File: src/rtl/axi_lite_regbank_pkg.sv
`default_nettype none
// ============================================================================
//  Package     : axi_lite_regbank_pkg
//  Description : State encodings for the register bank read/write FSMs.
//  Revision    : 1.0 - initial release
// ============================================================================
package axi_lite_regbank_pkg;

  typedef enum logic [0:0] {
    RD_IDLE = 1'b0,
    RD_RESP = 1'b1
  } rd_state_e;

  typedef enum logic [0:0] {
    WR_IDLE = 1'b0,
    WR_RESP = 1'b1
  } wr_state_e;

endpackage
`default_nettype wire

File: src/rtl/axi_pkg.sv
`default_nettype none
// ============================================================================
//  Package     : axi_pkg
//  Description : Shared AXI response type and encodings.
//  Revision    : 1.0 - initial release
// ============================================================================
package axi_pkg;

  typedef logic [1:0] resp_t;

  localparam resp_t RESP_OKAY   = 2'b00;
  localparam resp_t RESP_EXOKAY = 2'b01;
  localparam resp_t RESP_SLVERR = 2'b10;
  localparam resp_t RESP_DECERR = 2'b11;

endpackage
`default_nettype wire

File: src/rtl/axi_lite_if.sv
`default_nettype none
// ============================================================================
//  Interface   : AXI_LITE
//  Description : AXI4-Lite channel bundle with master/slave views.
//  Revision    : 1.0 - initial release
// ============================================================================
interface AXI_LITE #(
  parameter int unsigned AXI_ADDR_WIDTH = 32,
  parameter int unsigned AXI_DATA_WIDTH = 32
);
  import axi_pkg::*;

  logic [AXI_ADDR_WIDTH-1:0]   aw_addr;
  logic                        aw_valid;
  logic                        aw_ready;
  logic [AXI_DATA_WIDTH-1:0]   w_data;
  logic [AXI_DATA_WIDTH/8-1:0] w_strb;
  logic                        w_valid;
  logic                        w_ready;
  resp_t                       b_resp;
  logic                        b_valid;
  logic                        b_ready;
  logic [AXI_ADDR_WIDTH-1:0]   ar_addr;
  logic                        ar_valid;
  logic                        ar_ready;
  logic [AXI_DATA_WIDTH-1:0]   r_data;
  resp_t                       r_resp;
  logic                        r_valid;
  logic                        r_ready;

  modport Master (
    output aw_addr, aw_valid, w_data, w_strb, w_valid, b_ready, ar_addr, ar_valid, r_ready,
    input  aw_ready, w_ready, b_resp, b_valid, ar_ready, r_data, r_resp, r_valid
  );

  modport Slave (
    input  aw_addr, aw_valid, w_data, w_strb, w_valid, b_ready, ar_addr, ar_valid, r_ready,
    output aw_ready, w_ready, b_resp, b_valid, ar_ready, r_data, r_resp, r_valid
  );

endinterface
`default_nettype wire

File: src/rtl/axi_lite_regbank_cell.sv
`default_nettype none
// ============================================================================
//  Module      : axi_lite_regbank_cell
//  Description : One register of the bank. Hardware update loads the whole
//                word; a same-cycle bus write overrides the strobed bytes.
//  Revision    : 1.0 - initial release
// ============================================================================
module axi_lite_regbank_cell #(
  parameter int unsigned           DATA_WIDTH = 32,
  parameter logic [DATA_WIDTH-1:0] RESET_VAL  = '0
) (
  input  logic                      clk_i,
  input  logic                      rst_ni,
  input  logic                      hw_we_i,
  input  logic [DATA_WIDTH-1:0]     hw_wdata_i,
  input  logic                      bus_we_i,
  input  logic [DATA_WIDTH-1:0]     bus_wdata_i,
  input  logic [DATA_WIDTH/8-1:0]   bus_strb_i,
  output logic [DATA_WIDTH-1:0]     q_o
);

  logic [DATA_WIDTH-1:0] val_q, val_d;

  // Next value: hold, then hw word load, then strobed bus bytes on top
  always_comb begin
    val_d = val_q;
    if (hw_we_i) begin
      val_d = hw_wdata_i;
    end
    if (bus_we_i) begin
      for (int unsigned b = 0; b < DATA_WIDTH / 8; b++) begin
        if (bus_strb_i[b]) begin
          val_d[b*8 +: 8] = bus_wdata_i[b*8 +: 8];
        end
      end
    end
  end

  // Register storage
  always_ff @(posedge clk_i or negedge rst_ni) begin
    if (!rst_ni) begin
      val_q <= RESET_VAL;
    end else begin
      val_q <= val_d;
    end
  end

  assign q_o = val_q;

endmodule
`default_nettype wire

File: src/rtl/axi_lite_regbank.sv
`default_nettype none
// ============================================================================
//  Module      : axi_lite_regbank
//  Description : AXI4-Lite slave register bank with byte-strobed bus writes,
//                per-register write pulses and fabric hardware updates.
//                Optional bus-read-only registers: AXI_LITE_REGBANK_RO_EN.
//  Revision    : 1.0 - initial release
// ============================================================================
module axi_lite_regbank
  import axi_pkg::*;
  import axi_lite_regbank_pkg::*;
#(
  parameter int unsigned                    ADDR_WIDTH = 32,
  parameter int unsigned                    DATA_WIDTH = 32,
  parameter int unsigned                    NUM_REGS   = 16,
  parameter logic [ADDR_WIDTH-1:0]          BASE_ADDR  = '0,
  parameter logic [NUM_REGS*DATA_WIDTH-1:0] RESET_VAL  = '0,
  parameter logic [NUM_REGS-1:0]            RO_MASK    = '0
) (
  input  logic                           clk_i,
  input  logic                           rst_ni,
  AXI_LITE.Slave                         slv,
  output logic [NUM_REGS*DATA_WIDTH-1:0] reg_q_o,
  output logic [NUM_REGS-1:0]            wr_pulse_o,
  input  logic [NUM_REGS-1:0]            hw_we_i,
  input  logic [NUM_REGS*DATA_WIDTH-1:0] hw_wdata_i
);

  localparam int unsigned IDX_W    = (NUM_REGS > 1) ? $clog2(NUM_REGS) : 1;
  localparam int unsigned STRB_W   = DATA_WIDTH / 8;
  localparam int unsigned OFF_BITS = $clog2(STRB_W);

  typedef logic [IDX_W-1:0]      idx_t;
  typedef logic [DATA_WIDTH-1:0] data_t;
  typedef logic [STRB_W-1:0]     strb_t;
  typedef logic [ADDR_WIDTH-1:0] addr_t;

  // In range when at/above the base and the word index fits the bank
  function automatic logic addr_ok(input addr_t addr);
    logic  borrow;
    addr_t off;
    {borrow, off} = {1'b0, addr} - {1'b0, BASE_ADDR};
    return !borrow && ((off >> OFF_BITS) < ADDR_WIDTH'(NUM_REGS));
  endfunction

  function automatic idx_t addr_idx(input addr_t addr);
    addr_t off;
    off = addr - BASE_ADDR;
    return off[OFF_BITS +: IDX_W];
  endfunction

  data_t regs_q [NUM_REGS];

  // ---------------- read channel ----------------
  rd_state_e rd_state_q, rd_state_d;
  data_t     r_data_q, r_data_d;
  resp_t     r_resp_q, r_resp_d;
  logic      rd_ok;
  idx_t      rd_idx;

  assign rd_ok  = addr_ok(slv.ar_addr);
  assign rd_idx = addr_idx(slv.ar_addr);

  // Read FSM: capture the addressed register on AR, hold until R handshake
  always_comb begin
    rd_state_d = rd_state_q;
    r_data_d   = r_data_q;
    r_resp_d   = r_resp_q;
    case (rd_state_q)
      RD_IDLE: begin
        if (slv.ar_valid) begin
          rd_state_d = RD_RESP;
          r_data_d   = rd_ok ? regs_q[rd_idx] : '0;
          r_resp_d   = rd_ok ? RESP_OKAY : RESP_SLVERR;
        end
      end
      RD_RESP: begin
        if (slv.r_ready) begin
          rd_state_d = RD_IDLE;
        end
      end
      default: rd_state_d = RD_IDLE;
    endcase
  end

  // Read FSM state and response registers
  always_ff @(posedge clk_i or negedge rst_ni) begin
    if (!rst_ni) begin
      rd_state_q <= RD_IDLE;
      r_data_q   <= '0;
      r_resp_q   <= RESP_OKAY;
    end else begin
      rd_state_q <= rd_state_d;
      r_data_q   <= r_data_d;
      r_resp_q   <= r_resp_d;
    end
  end

  assign slv.ar_ready = (rd_state_q == RD_IDLE);
  assign slv.r_valid  = (rd_state_q == RD_RESP);
  assign slv.r_data   = r_data_q;
  assign slv.r_resp   = r_resp_q;

  // ---------------- write channel ----------------
  wr_state_e         wr_state_q, wr_state_d;
  logic              aw_held_q, aw_held_d;
  logic              w_held_q, w_held_d;
  addr_t             aw_addr_q, aw_addr_d;
  data_t             w_data_q, w_data_d;
  strb_t             w_strb_q, w_strb_d;
  resp_t             b_resp_q, b_resp_d;
  logic [NUM_REGS-1:0] pulse_q, pulse_d;

  logic  aw_hs, w_hs, commit, wr_ok, wr_ro;
  addr_t cur_addr;
  data_t cur_data;
  strb_t cur_strb;
  idx_t  wr_idx;

  assign slv.aw_ready = (wr_state_q == WR_IDLE) && !aw_held_q;
  assign slv.w_ready  = (wr_state_q == WR_IDLE) && !w_held_q;
  assign aw_hs        = slv.aw_valid && slv.aw_ready;
  assign w_hs         = slv.w_valid && slv.w_ready;

  // A channel arriving on the commit edge is used directly, bypassing its holding register
  assign cur_addr = aw_held_q ? aw_addr_q : slv.aw_addr;
  assign cur_data = w_held_q  ? w_data_q  : slv.w_data;
  assign cur_strb = w_held_q  ? w_strb_q  : slv.w_strb;
  assign wr_idx   = addr_idx(cur_addr);

`ifdef AXI_LITE_REGBANK_RO_EN
  assign wr_ro = RO_MASK[wr_idx];
`else
  logic unused_ro_mask;
  assign unused_ro_mask = ^RO_MASK;
  assign wr_ro          = 1'b0;
`endif

  assign wr_ok = addr_ok(cur_addr) && !wr_ro;

  // Write FSM: latch AW and W independently, commit once both are present
  always_comb begin
    wr_state_d = wr_state_q;
    aw_held_d  = aw_held_q;
    w_held_d   = w_held_q;
    aw_addr_d  = aw_addr_q;
    w_data_d   = w_data_q;
    w_strb_d   = w_strb_q;
    b_resp_d   = b_resp_q;
    pulse_d    = '0;
    commit     = 1'b0;
    case (wr_state_q)
      WR_IDLE: begin
        if (aw_hs) begin
          aw_held_d = 1'b1;
          aw_addr_d = slv.aw_addr;
        end
        if (w_hs) begin
          w_held_d = 1'b1;
          w_data_d = slv.w_data;
          w_strb_d = slv.w_strb;
        end
        if ((aw_held_q || aw_hs) && (w_held_q || w_hs)) begin
          commit     = 1'b1;
          wr_state_d = WR_RESP;
          b_resp_d   = wr_ok ? RESP_OKAY : RESP_SLVERR;
          if (wr_ok) begin
            pulse_d[wr_idx] = 1'b1;
          end
        end
      end
      WR_RESP: begin
        if (slv.b_ready) begin
          wr_state_d = WR_IDLE;
          aw_held_d  = 1'b0;
          w_held_d   = 1'b0;
        end
      end
      default: wr_state_d = WR_IDLE;
    endcase
  end

  // Write FSM state, holding registers, response and pulse registers
  always_ff @(posedge clk_i or negedge rst_ni) begin
    if (!rst_ni) begin
      wr_state_q <= WR_IDLE;
      aw_held_q  <= 1'b0;
      w_held_q   <= 1'b0;
      aw_addr_q  <= '0;
      w_data_q   <= '0;
      w_strb_q   <= '0;
      b_resp_q   <= RESP_OKAY;
      pulse_q    <= '0;
    end else begin
      wr_state_q <= wr_state_d;
      aw_held_q  <= aw_held_d;
      w_held_q   <= w_held_d;
      aw_addr_q  <= aw_addr_d;
      w_data_q   <= w_data_d;
      w_strb_q   <= w_strb_d;
      b_resp_q   <= b_resp_d;
      pulse_q    <= pulse_d;
    end
  end

  assign slv.b_valid = (wr_state_q == WR_RESP);
  assign slv.b_resp  = b_resp_q;
  assign wr_pulse_o  = pulse_q;

  // ---------------- register cells ----------------
  for (genvar i = 0; i < NUM_REGS; i++) begin : g_cell
    logic bus_we;
    assign bus_we = commit && wr_ok && (wr_idx == idx_t'(i));

    axi_lite_regbank_cell #(
      .DATA_WIDTH (DATA_WIDTH),
      .RESET_VAL  (RESET_VAL[i*DATA_WIDTH +: DATA_WIDTH])
    ) u_cell (
      .clk_i       (clk_i),
      .rst_ni      (rst_ni),
      .hw_we_i     (hw_we_i[i]),
      .hw_wdata_i  (hw_wdata_i[i*DATA_WIDTH +: DATA_WIDTH]),
      .bus_we_i    (bus_we),
      .bus_wdata_i (cur_data),
      .bus_strb_i  (cur_strb),
      .q_o         (regs_q[i])
    );

    assign reg_q_o[i*DATA_WIDTH +: DATA_WIDTH] = regs_q[i];
  end

endmodule
`default_nettype wire
File: src/flat_wrapper.sv
// flat-port wrapper written by rule: the top's interface ports become plain ports
module axi_lite_regbank_flat import axi_pkg::*; import axi_lite_regbank_pkg::*;
#(
  parameter int unsigned                    ADDR_WIDTH = 32,
  parameter int unsigned                    DATA_WIDTH = 32,
  parameter int unsigned                    NUM_REGS   = 16,
  parameter logic [ADDR_WIDTH-1:0]          BASE_ADDR  = '0,
  parameter logic [NUM_REGS*DATA_WIDTH-1:0] RESET_VAL  = '0,
  parameter logic [NUM_REGS-1:0]            RO_MASK    = '0
)
  (clk_i, rst_ni, reg_q_o, wr_pulse_o, hw_we_i, hw_wdata_i, slv_aw_addr, slv_aw_valid, slv_w_data, slv_w_strb, slv_w_valid, slv_b_ready, slv_ar_addr, slv_ar_valid, slv_r_ready, slv_aw_ready, slv_w_ready, slv_b_resp, slv_b_valid, slv_ar_ready, slv_r_data, slv_r_resp, slv_r_valid);
  AXI_LITE slv_i ();
  input  logic clk_i;
  input  logic rst_ni;
  output logic [NUM_REGS*DATA_WIDTH-1:0] reg_q_o;
  output logic [NUM_REGS-1:0] wr_pulse_o;
  input  logic [NUM_REGS-1:0] hw_we_i;
  input  logic [NUM_REGS*DATA_WIDTH-1:0] hw_wdata_i;
  input wire logic [$bits(slv_i.aw_addr)-1:0] slv_aw_addr;
  input wire logic [$bits(slv_i.aw_valid)-1:0] slv_aw_valid;
  input wire logic [$bits(slv_i.w_data)-1:0] slv_w_data;
  input wire logic [$bits(slv_i.w_strb)-1:0] slv_w_strb;
  input wire logic [$bits(slv_i.w_valid)-1:0] slv_w_valid;
  input wire logic [$bits(slv_i.b_ready)-1:0] slv_b_ready;
  input wire logic [$bits(slv_i.ar_addr)-1:0] slv_ar_addr;
  input wire logic [$bits(slv_i.ar_valid)-1:0] slv_ar_valid;
  input wire logic [$bits(slv_i.r_ready)-1:0] slv_r_ready;
  output wire logic [$bits(slv_i.aw_ready)-1:0] slv_aw_ready;
  output wire logic [$bits(slv_i.w_ready)-1:0] slv_w_ready;
  output wire logic [$bits(slv_i.b_resp)-1:0] slv_b_resp;
  output wire logic [$bits(slv_i.b_valid)-1:0] slv_b_valid;
  output wire logic [$bits(slv_i.ar_ready)-1:0] slv_ar_ready;
  output wire logic [$bits(slv_i.r_data)-1:0] slv_r_data;
  output wire logic [$bits(slv_i.r_resp)-1:0] slv_r_resp;
  output wire logic [$bits(slv_i.r_valid)-1:0] slv_r_valid;
  assign slv_i.aw_addr = slv_aw_addr;
  assign slv_i.aw_valid = slv_aw_valid;
  assign slv_i.w_data = slv_w_data;
  assign slv_i.w_strb = slv_w_strb;
  assign slv_i.w_valid = slv_w_valid;
  assign slv_i.b_ready = slv_b_ready;
  assign slv_i.ar_addr = slv_ar_addr;
  assign slv_i.ar_valid = slv_ar_valid;
  assign slv_i.r_ready = slv_r_ready;
  assign slv_aw_ready = slv_i.aw_ready;
  assign slv_w_ready = slv_i.w_ready;
  assign slv_b_resp = slv_i.b_resp;
  assign slv_b_valid = slv_i.b_valid;
  assign slv_ar_ready = slv_i.ar_ready;
  assign slv_r_data = slv_i.r_data;
  assign slv_r_resp = slv_i.r_resp;
  assign slv_r_valid = slv_i.r_valid;
  axi_lite_regbank #(.ADDR_WIDTH(ADDR_WIDTH), .DATA_WIDTH(DATA_WIDTH), .NUM_REGS(NUM_REGS), .BASE_ADDR(BASE_ADDR), .RESET_VAL(RESET_VAL), .RO_MASK(RO_MASK)) u_core (.clk_i(clk_i), .rst_ni(rst_ni), .slv(slv_i), .reg_q_o(reg_q_o), .wr_pulse_o(wr_pulse_o), .hw_we_i(hw_we_i), .hw_wdata_i(hw_wdata_i));
endmodule
File: config.mk
export PLATFORM = sky130hd
export DESIGN_NAME = axi_lite_regbank_flat
export DESIGN_NICKNAME = d
export VERILOG_FILES = /design/src/rtl/axi_lite_regbank_pkg.sv /design/src/rtl/axi_pkg.sv /design/src/rtl/axi_lite_if.sv /design/src/rtl/axi_lite_regbank_cell.sv /design/src/rtl/axi_lite_regbank.sv /design/src/flat_wrapper.sv
export SDC_FILE = /design/constraint.sdc
export NUM_CORES = 1
export LEC_CHECK = 0
export BUFFER_PORTS_ARGS = -buffer_cell sky130_fd_sc_hd__buf_4
export CAP_MARGIN = 30
export CORE_AREA = 4 4 467 469
export DETAILED_ROUTE_END_ITERATION = 6
export DIE_AREA = 0 0 471 473
export PLACE_DENSITY_LB_ADDON = 0.05
export REMOVE_ABC_BUFFERS = 1
export SETUP_SLACK_MARGIN = 0.02
export SYNTH_ARGS = -nofsm -noshare
export SYNTH_HDL_FRONTEND = slang
export SYNTH_SLANG_ARGS = --single-unit
File: constraint.sdc
create_clock -name clk_i -period 2.87 [get_ports clk_i]
set_input_delay 0.574 -clock clk_i [delete_from_list [all_inputs] [get_ports clk_i]]
set_output_delay 0.574 -clock clk_i [all_outputs]
set_load 0.02 [all_outputs]
# Word level (Yosys, flattened, before mapping)
# Cells that the tools add are included.
# Widths: inputs -> output; s select.
[word_totals]
regBits = 636
output_inout_bits = 569
word_cells = 209
[op_classes]
magnitude_cmp = 5
eq_ne = 18
n_mux = 122
n_bitwise = 3
reduce_logical = 34
[op_table]
columns = ["cell", "n"]
rows = [
  ["$mux 32", 37],
  ["$mux 8", 64],
  ["$bmux 32 s4", 1],
  ["$lt 30x5->1 const B", 2],
  ["$mux 16", 3],
  ["$eq 4x4->1 const B", 8],
  ["$logic_and 1x1->1", 23],
  ["$eq 4x3->1 const B", 4],
  ["$reduce_and 2->1", 6],
  ["$mux 1", 9],
  ["$eq 4x2->1 const B", 2],
  ["$pmux 1 s2", 4],
  ["$ge 5x5->1 const B", 1],
  ["$lt 4x5->1 const B", 1],
  ["$not 4->5", 1],
  ["$demux 1 s4", 1],
  ["$eq 4x1->1 const B", 1],
  ["$ge 4x1->1 const B", 1],
  ["$logic_not 4->1", 1],
  ["$mux 2", 2],
  ["$mux 4", 1],
  ["$ne 2x1->1 const B", 2],
  ["$logic_not 1->1", 2],
  ["$logic_or 1x1->1", 2],
  ["2 further kinds", 3],
]

# Depth between registers and ports, before layout
# Gate-level depths: netlist of the first run.
[logic_depth]
word_depth = 10
depth_mapped = 9

# Hierarchy
# Synthesis of the first run repeated with hierarchy kept, for this count alone.
[unflattened]
hier_cells = 3275
area_unflattened_um2 = 36482.5
[by_module_without_submodules]
columns = ["module", "n_inst", "cells_each", "area_each_um2"]
rows = [
  ["axi_lite_regbank_cell", 16, 148, 1655.3],
  ["axi_lite_regbank", 1, 907, 9997.1],
]

# Worst setup path after synthesis of the first run
# OpenSTA, ideal clock, no wires.
[synth_timing]
path_kind = "flip-flop to flip-flop"
startpoint = "register u_core.wr_state_q, in the netlist u_core.slv.b_valid"
endpoint = "register u_core.w_data_q[10]"
t_arrival_ps = 2150
required_ps = 2745
setup_slack_ps = 595
path_stages_with_launch = 7
path_buffers = 3
path_cell_list = "dfrtp_1 -> clkbuf_1 -> nor2_1 -> and2_1 -> clkbuf_1 -> buf_1 -> mux2_2"
[synth_via]
elab_chain_cells = 4
[synth_rtl]
columns = ["item", "line", "text"]
rows = [
  ["start: declaration", "axi_lite_regbank.sv:105", "wr_state_e wr_state_q, wr_state_d;"],
  ["start signal: assignment", "axi_lite_regbank.sv:195", "wr_state_q <= wr_state_d;"],
  ["$not 1->1 (no source line)", "--", ""],
  ["$logic_and 1x1->1", "axi_lite_regbank.sv:121", "assign slv.w_ready = (wr_state_q == WR_IDLE) && !w_held_q;"],
  ["net slv_w_ready", "flat_wrapper.sv:29", "output wire logic [$bits(slv_i.w_ready)-1:0] slv_w_ready;"],
  ["$logic_and 1x1->1", "axi_lite_regbank.sv:123", "assign w_hs = slv.w_valid && slv.w_ready;"],
  ["$reduce_and 2->1 (no source line)", "--", ""],
  ["end signal: assignment", "axi_lite_regbank.sv:199", "w_data_q <= w_data_d;"],
  ["end: declaration", "axi_lite_regbank.sv:109", "data_t w_data_q, w_data_d;"],
]
# The timed path passes the listed nets, and every way through them passes these cells.
# A chain may end at the register's enable or synchronous reset.

# Final worst setup path of the first run
[layout_timing]
startpoint = "register u_core.aw_addr_q[26]"
endpoint = "register u_core.g_cell[4].u_cell.val_q[15]"
[layout_via]
elab_chain_cells = 5
[layout_rtl]
columns = ["item", "line", "text"]
rows = [
  ["start: declaration", "axi_lite_regbank.sv:108", "addr_t aw_addr_q, aw_addr_d;"],
  ["start signal: assignment", "axi_lite_regbank.sv:198", "aw_addr_q <= aw_addr_d;"],
  ["$mux 32", "axi_lite_regbank.sv:126", "assign cur_addr = aw_held_q ? aw_addr_q : slv.aw_addr;"],
  ["$lt 30x5->1", "axi_lite_regbank.sv:43", "return !borrow && ((off >> OFF_BITS) < ADDR_WIDTH'(NUM_REGS));"],
  ["$logic_and 1x1->1 (2 in series)", "axi_lite_regbank.sv:213", "assign bus_we = commit && wr_ok && (wr_idx == idx_t'(i));"],
  ["$mux 32", "axi_lite_regbank_cell.sv:30", "if (bus_we_i) begin"],
  ["net u_core.g_cell[4].u_cell.val_d[15]", "axi_lite_regbank_cell.sv:22", "logic [DATA_WIDTH-1:0] val_q, val_d;"],
  ["end signal: assignment", "axi_lite_regbank_cell.sv:44", "val_q <= val_d;"],
  ["end: declaration", "axi_lite_regbank_cell.sv:22", ""],
]
# The timed path passes the listed nets, and every way through them passes these cells.

==> results of run 1 <==
[critical path: stages, from the launching register on]
cell,delay (ps)
dfrtp_1,380
nor4_2,390
nand4_2,130
buf_4,250
buf_4,190
a21oi_1,300
nand4_1,330
buf_4,360
o22ai_1,220
[layer usage]
layer  part of all wire  GRT usage
met1               0.43      0.288
met2               0.49      0.382
met3              0.060     0.0560
met4              0.021     0.0473
met5            0.00060          0
[cell families after synthesis]
kind of cell / Yosys count / synth area share
flops: 632 / 0.485
other cells: 1 / 0.000115
mux: 740 / 0.284
compound gates: 749 / 0.152
simple gates: 220 / 0.0375
buf+inv: 322 / 0.0410
[power by group through the flow]
| stage | Sequential, mW | Combinational (mW) | Clock [mW] |
|---|---|---|---|
| final | 11.4 | 11.2 | 12.0 |
| after CTS | 11.4 | 11.4 | 12.5 |
| after global routing | 11.6 | 11.8 | 12.7 |
| after detailed placement | 11.6 | 11.3 | 0 |
| after floorplan | 12.0 | 3.75 | 0 |
| after global placement | 11.5 | 11.3 | 0 |
[repair_timing]
action	4_1_cts	5_1_grt
gates resized for setup	2	2
setup endpoints to repair	42	8
hold buffers	44	0
setup buffers	0	0
endpoints found under the hold margin	67	0
[layout make-up]
class,instances,area [um^2],share of cell area
sequential,632,15800,0.309
multi-input combinational,1711,15700,0.307
timing repair buffer,1511,12900,0.252
tap,2838,3550,0.0693
clock buffer,146,2820,0.0551
clock inverter,25,293,0.00572
antenna,26,65.1,0.00127
inverter,13,48.8,0.000953
[per-stage QoR]
step	setup slack (ps)	std cells	instance area (um^2)
floorplan	-1890	2356	31300
global placement	-67.3	6661	47600
detailed placement	-82.6	6661	47600
CTS	76.8	6876	51100
global route	-6.07	6888	51200
finish	182	6902	51200
[cell usage after synthesis, drive strengths merged (2+ instances only)]
library cell	instances	area, um^2
a2111oi	11	135
a21oi	5	25.0
a22o	33	289
a22oi	66	509
a32oi	3	26.3
and2	3	18.8
and3	6	37.5
and4	6	52.6
buf	94	480
clkbuf	215	808
dfrtp	632	15800
inv	13	48.8
mux2	196	2210
mux2i	416	4160
mux4	128	2880
nand2	72	270
nand2b	3	18.8
nand3	11	75.1
nand4	15	115
nor2	17	63.8
nor2b	48	300
nor3	19	105
nor3b	2	15.0
nor4	14	121
o2111ai	3	32.5
o211ai	4	30.0
o21ai	102	510
o22a	2	17.5
o22ai	421	2630
o31ai	96	721
or2	2	12.5
[worst min-delay path by stage]
stage | start | slack, ps | cells past startpoint | endpoint
3_5_place_dp | u_core.w_data_q[8] | 490 | 1 | u_core.w_data_q[8]
3_3_place_gp | u_core.w_data_q[20] | 480 | 1 | u_core.w_data_q[20]
2_1_floorplan | rst_ni | 280 | 0 | u_core.aw_addr_q[10]
5_1_grt | slv_aw_addr[11] | 30 | 2 | u_core.aw_addr_q[11]
4_1_cts | slv_w_data[11] | 0.5 | 2 | u_core.w_data_q[11]
6_report | slv_aw_addr[2] | 90 | 3 | u_core.aw_addr_q[2]
[sequential cells by signal (all words and copies together), names as in the netlist]
register	count
u_core.w_data_q	32
u_core.slv.b_valid	1
u_core.w_strb_q	4
u_core.slv.r_data	32
u_core.w_held_q	1
u_core.aw_addr_q	30
u_core.slv.b_resp	1
u_core.slv.r_valid	1
u_core.aw_held_q	1
u_core.wr_pulse_o	16
u_core.slv.r_resp	1
u_core.g_cell.u_cell.q_o	512
==> impl_metrics.yaml, run 1 <==
job:
  cap_violations: 0
floorplan:
  pin_count: 1204
  core_area_mm2: 0.214
  die_y_um: 473
  die_width_um: 471
  num_rows: 170
  start_util: 0.152
  dieArea_mm2: 0.223
logic_synthesis:
  yosys_warnings: 0
  syn_inst: 2664
  syn_area_per_cell_um2: 12.2
  ys_async_sr_fraction: 1.00
  yosysSeqAreaShare: 0.485
  synth_edf_count: 0
  synth-seq-cells: 632
  synth.distinct_cells: 51
  mappedNetlistArea_mm2: 0.0326
  synth-main-ff-cell: "dfrtp_1"
timing:
  maxSlewViolCount: 0
  finalCritPeriodShare: 0.937
  worst_pin_slew_ps: 911
  fin_crit_ps: 2690
  max_clock_freq_mhz: 372
  fin_tns_setup_ps: 0
  setup_viol: 0
  hold_slack_ps: 87.1
  rsz0062_at_grt: "yes"
  hold_viol: 0
  clock_skew_ps: 31.2
  maxSlewHeadroom: 0.393
worst_hold_path:
  worstHoldPathType: "in -> reg"
run_status:
  status: "finished clean"
finish:
  drive_above_1_share: 0.492
  final_util: 0.239
  final_common_cell: "buf_4"
  final_cell_mix: "buf_4, dfrtp_1, o22ai_1"
  nets: 4599
  area_growth_pct: 57.2
  fillCellCount: 23168
clock_tree:
  htreeDepth: 3
  clk_pin_slew_ps: 60
  clock_latency_ps: 750
  numCtsBuffers: 95
  cts_tree: "built"
  cts_root_buf: "clkbuf_16"
  cts_num_sinks: 632
  clk_path_buf_depth: 3
grt:
  antenna_found_initial: 49
  first_global_vias: 33466
  grt_util_all_layers: 0.225
  grt-ovfl-total: 0
  grt_start_max_net_pins: 65
  grt_pass1_wl_um: 338000
critical_path:
  cp.required_ps: 3510
  reg2reg_to: "u_core.g_cell[4].u_cell.q_o[15]"
  rrSetupSlack_ps: 180
  setup.worst_path.end: "u_core.g_cell[4].u_cell.q_o[15]"
  r2r_start: "u_core.aw_addr_q[26]"
  critical_path_class: "reg -> reg"
  start_kind: "flop"
  startpoint: "u_core.aw_addr_q[26]"
  crit_fanout: 16
  worstRegToRegCells: 8
  endpoint_kind: "flop"
  arrival_ps: 3330
drt:
  via_per_inst: 4.47
  route.detailed.drc: 0
  postRouteAntennaNets: 0
  drt_iter0_drc: 1755
  wl_um: 259000
  routedWlPerCell_um: 37.6
  num_vias: 30880
  firstDrtPassIters: 4
power_and_ir_drop:
  pwr-share-seq: 0.330
  p_leak_nw: 22.3
  power_density_mw_per_mm2: 676
  p_int_mw: 21.7
  p_switching_mw: 12.9
  combPwrFrac: 0.323
  p_clk_frac: 0.348
  ir_drop_v: 0.000444
  p_sw_frac: 0.374
  p_total_mw: 34.6
placed_design:
  io_buffers: 1197
  routabilityCongestion: 0.771
  hpwl_um: 197000
(Power assumes the default switching activity.)
==> run 2, diff against run 1 <==
BUFFER_PORTS_ARGS = not set   (was -buffer_cell sky130_fd_sc_hd__buf_4)
CORE_AREA = 4 4 462 464   (was 4 4 467 469)
DIE_AREA = 0 0 466 468   (was 0 0 471 473)
DONT_BUFFER_PORTS = 1   (was not set)
clock period = 3.4 ns   (was 2.87 ns; I/O delays follow)
==> run 2 against run 1 <==
Die area fell by 2.1%. Count of clock-buffer cells in the layout fell by 14. Highest routed layer unchanged. Via count fell by 14%. Routed wire length fell by 9.5%.
==> impl_metrics.yaml, run 2 (synthesized netlist as in run 1, its figures left out) <==
critical_path:
  arrival_ps: 3650
  cp.required_ps: 3970
  worstRegToRegCells: 9
  startpoint: "u_core.aw_held_q"
  reg2reg_to: "u_core.g_cell[2].u_cell.q_o[18]"
  rrSetupSlack_ps: 320
  start_kind: "flop"
  endpoint_kind: "flop"
  critical_path_class: "reg -> reg"
  r2r_start: "u_core.aw_held_q"
  crit_fanout: 18
power_and_ir_drop:
  p_leak_nw: 15.6
  power_density_mw_per_mm2: 676
  ir_drop_v: 0.000367
  p_switching_mw: 10.3
  p_clk_frac: 0.372
  combPwrFrac: 0.231
  p_total_mw: 27.0
  p_sw_frac: 0.380
  p_int_mw: 16.8
  pwr-share-seq: 0.396
floorplan:
  core_area_mm2: 0.209
  start_util: 0.156
  dieArea_mm2: 0.218
  pin_count: 1204
  die_width_um: 466
  num_rows: 168
  die_y_um: 468
clock_tree:
  cts_root_buf: "clkbuf_16"
  postCtsResizedCells: 0
  numCtsBuffers: 91
  cts_num_sinks: 632
  htreeDepth: 3
  clk_path_buf_depth: 3
  clk_pin_slew_ps: 60
  clock_latency_ps: 740
  cts_tree: "built"
grt:
  grt_util_all_layers: 0.206
  grt_start_max_net_pins: 633
  grt_pass1_wl_um: 301000
  first_global_vias: 27484
  antenna_found_initial: 65
  grt-ovfl-total: 0
finish:
  area_growth_pct: 22.7
  seq_area_mm2: 0.0158
  final_cell_mix: "dfrtp_1, o22ai_1, mux2i_1"
  final_common_cell: "dfrtp_1"
  multi_input_area_mm2: 0.0156
  fillCellCount: 22753
  nets: 3279
  drive_above_1_share: 0.248
  largest_register_ff_count: 512
drt:
  postRouteAntennaNets: 0
  num_vias: 26449
  routedWlPerCell_um: 42.3
  firstDrtPassIters: 5
  drt_iter0_drc: 1946
  via_per_inst: 4.76
  route.detailed.drc: 0
  wl_um: 235000
timing:
  fin_crit_ps: 3080
  setup_viol: 0
  rsz0062_at_grt: "no"
  finalCritPeriodShare: 0.906
  max_clock_freq_mhz: 325
  hold_slack_ps: 99.3
  maxSlewViolCount: 0
  maxSlewHeadroom: 0.207
  worst_pin_slew_ps: 1190
  hold_viol: 0
  clock_skew_ps: 47.5
worst_hold_path:
  min_from: "slv_aw_addr[25]"
  min_to: "u_core.aw_addr_q[25]"
  worstHoldPathType: "in -> reg"
  holdPathStages: 1
job:
  cap_violations: 0
placed_design:
  hpwl_um: 172000
  io_buffers: 0
  routabilityCongestion: 0.817
run_status:
  status: "finished clean"
## run 2: through the flow
step | util | instances | instance area (um^2) | setup TNS (ps) | worst slack, ps
finish | 0.191 | 5554 | 40000 | 0 | 320
global route | 0.191 | 5538 | 39900 | 0 | 35.4
CTS | 0.190 | 5512 | 39700 | 0 | 185
detailed placement | 0.174 | 5316 | 36300 | 0 | 83.8
global placement | 0.174 | 5315 | 36300 | -3280 | -172
floorplan | - | 2356 | 31300 | -153030 | -1360
## run 2: worst max-delay path by stage
stage                     depth (start not counted)                               to  slack (ps)
after global routing                              4                  u_core.w_held_q          40
after CTS                                         9  u_core.g_cell[2].u_cell.q_o[18]         190
after floorplan                                   4  u_core.g_cell[12].u_cell.q_o[0]       -1360
after detailed placement                          8  u_core.g_cell[2].u_cell.q_o[18]          80
after global placement                            7  u_core.g_cell[2].u_cell.q_o[25]        -170
final                                             9  u_core.g_cell[2].u_cell.q_o[18]         320
## run 2: layout make-up
type | instances | share of cell area
Antenna cell | 36 | 0.00225
Clock buffer | 132 | 0.0684
Clock inverter | 30 | 0.00873
Inverter | 13 | 0.00122
Multi-Input combinational cell | 1711 | 0.391
Sequential cell | 632 | 0.396
Tap cell | 2805 | 0.0878
Timing Repair Buffer | 195 | 0.0448
## run 2: metal layers
metal | track usage | up-vias | wire [um]
li1 | - | 10442 | -
met1 | 0.255 | 14297 | 96100
met3 | 0.0718 | 227 | 21400
met2 | 0.342 | 1463 | 113000
met4 | 0.0510 | 20 | 4400
met5 | 0 | - | 144
## run 2: worst max-delay path, cell delays in order (launching register included)
cell and delay (ps):
dfrtp_1 620, buf_4 300, nor3b_1 380, nor2_1 220, a2111oi_2 590, buf_4 230
buf_4 100, nor2b_1 120, buf_4 230, o22ai_1 110
## run 2: power by group through the flow
stage | Combinational, mW | Clock [mW] | Sequential (mW)
floorplan | 3.16 | 0 | 10.1
global placement | 5.94 | 0 | 10.9
detailed placement | 6.00 | 0 | 10.9
CTS | 6.06 | 10.4 | 10.7
global route | 6.64 | 10.7 | 10.8
finish | 6.25 | 10.1 | 10.7
## run 2: repair_timing
item	in CTS	in global routing
hold buffers	34	1
hold endpoints to repair	668	31
setup buffers	0	0
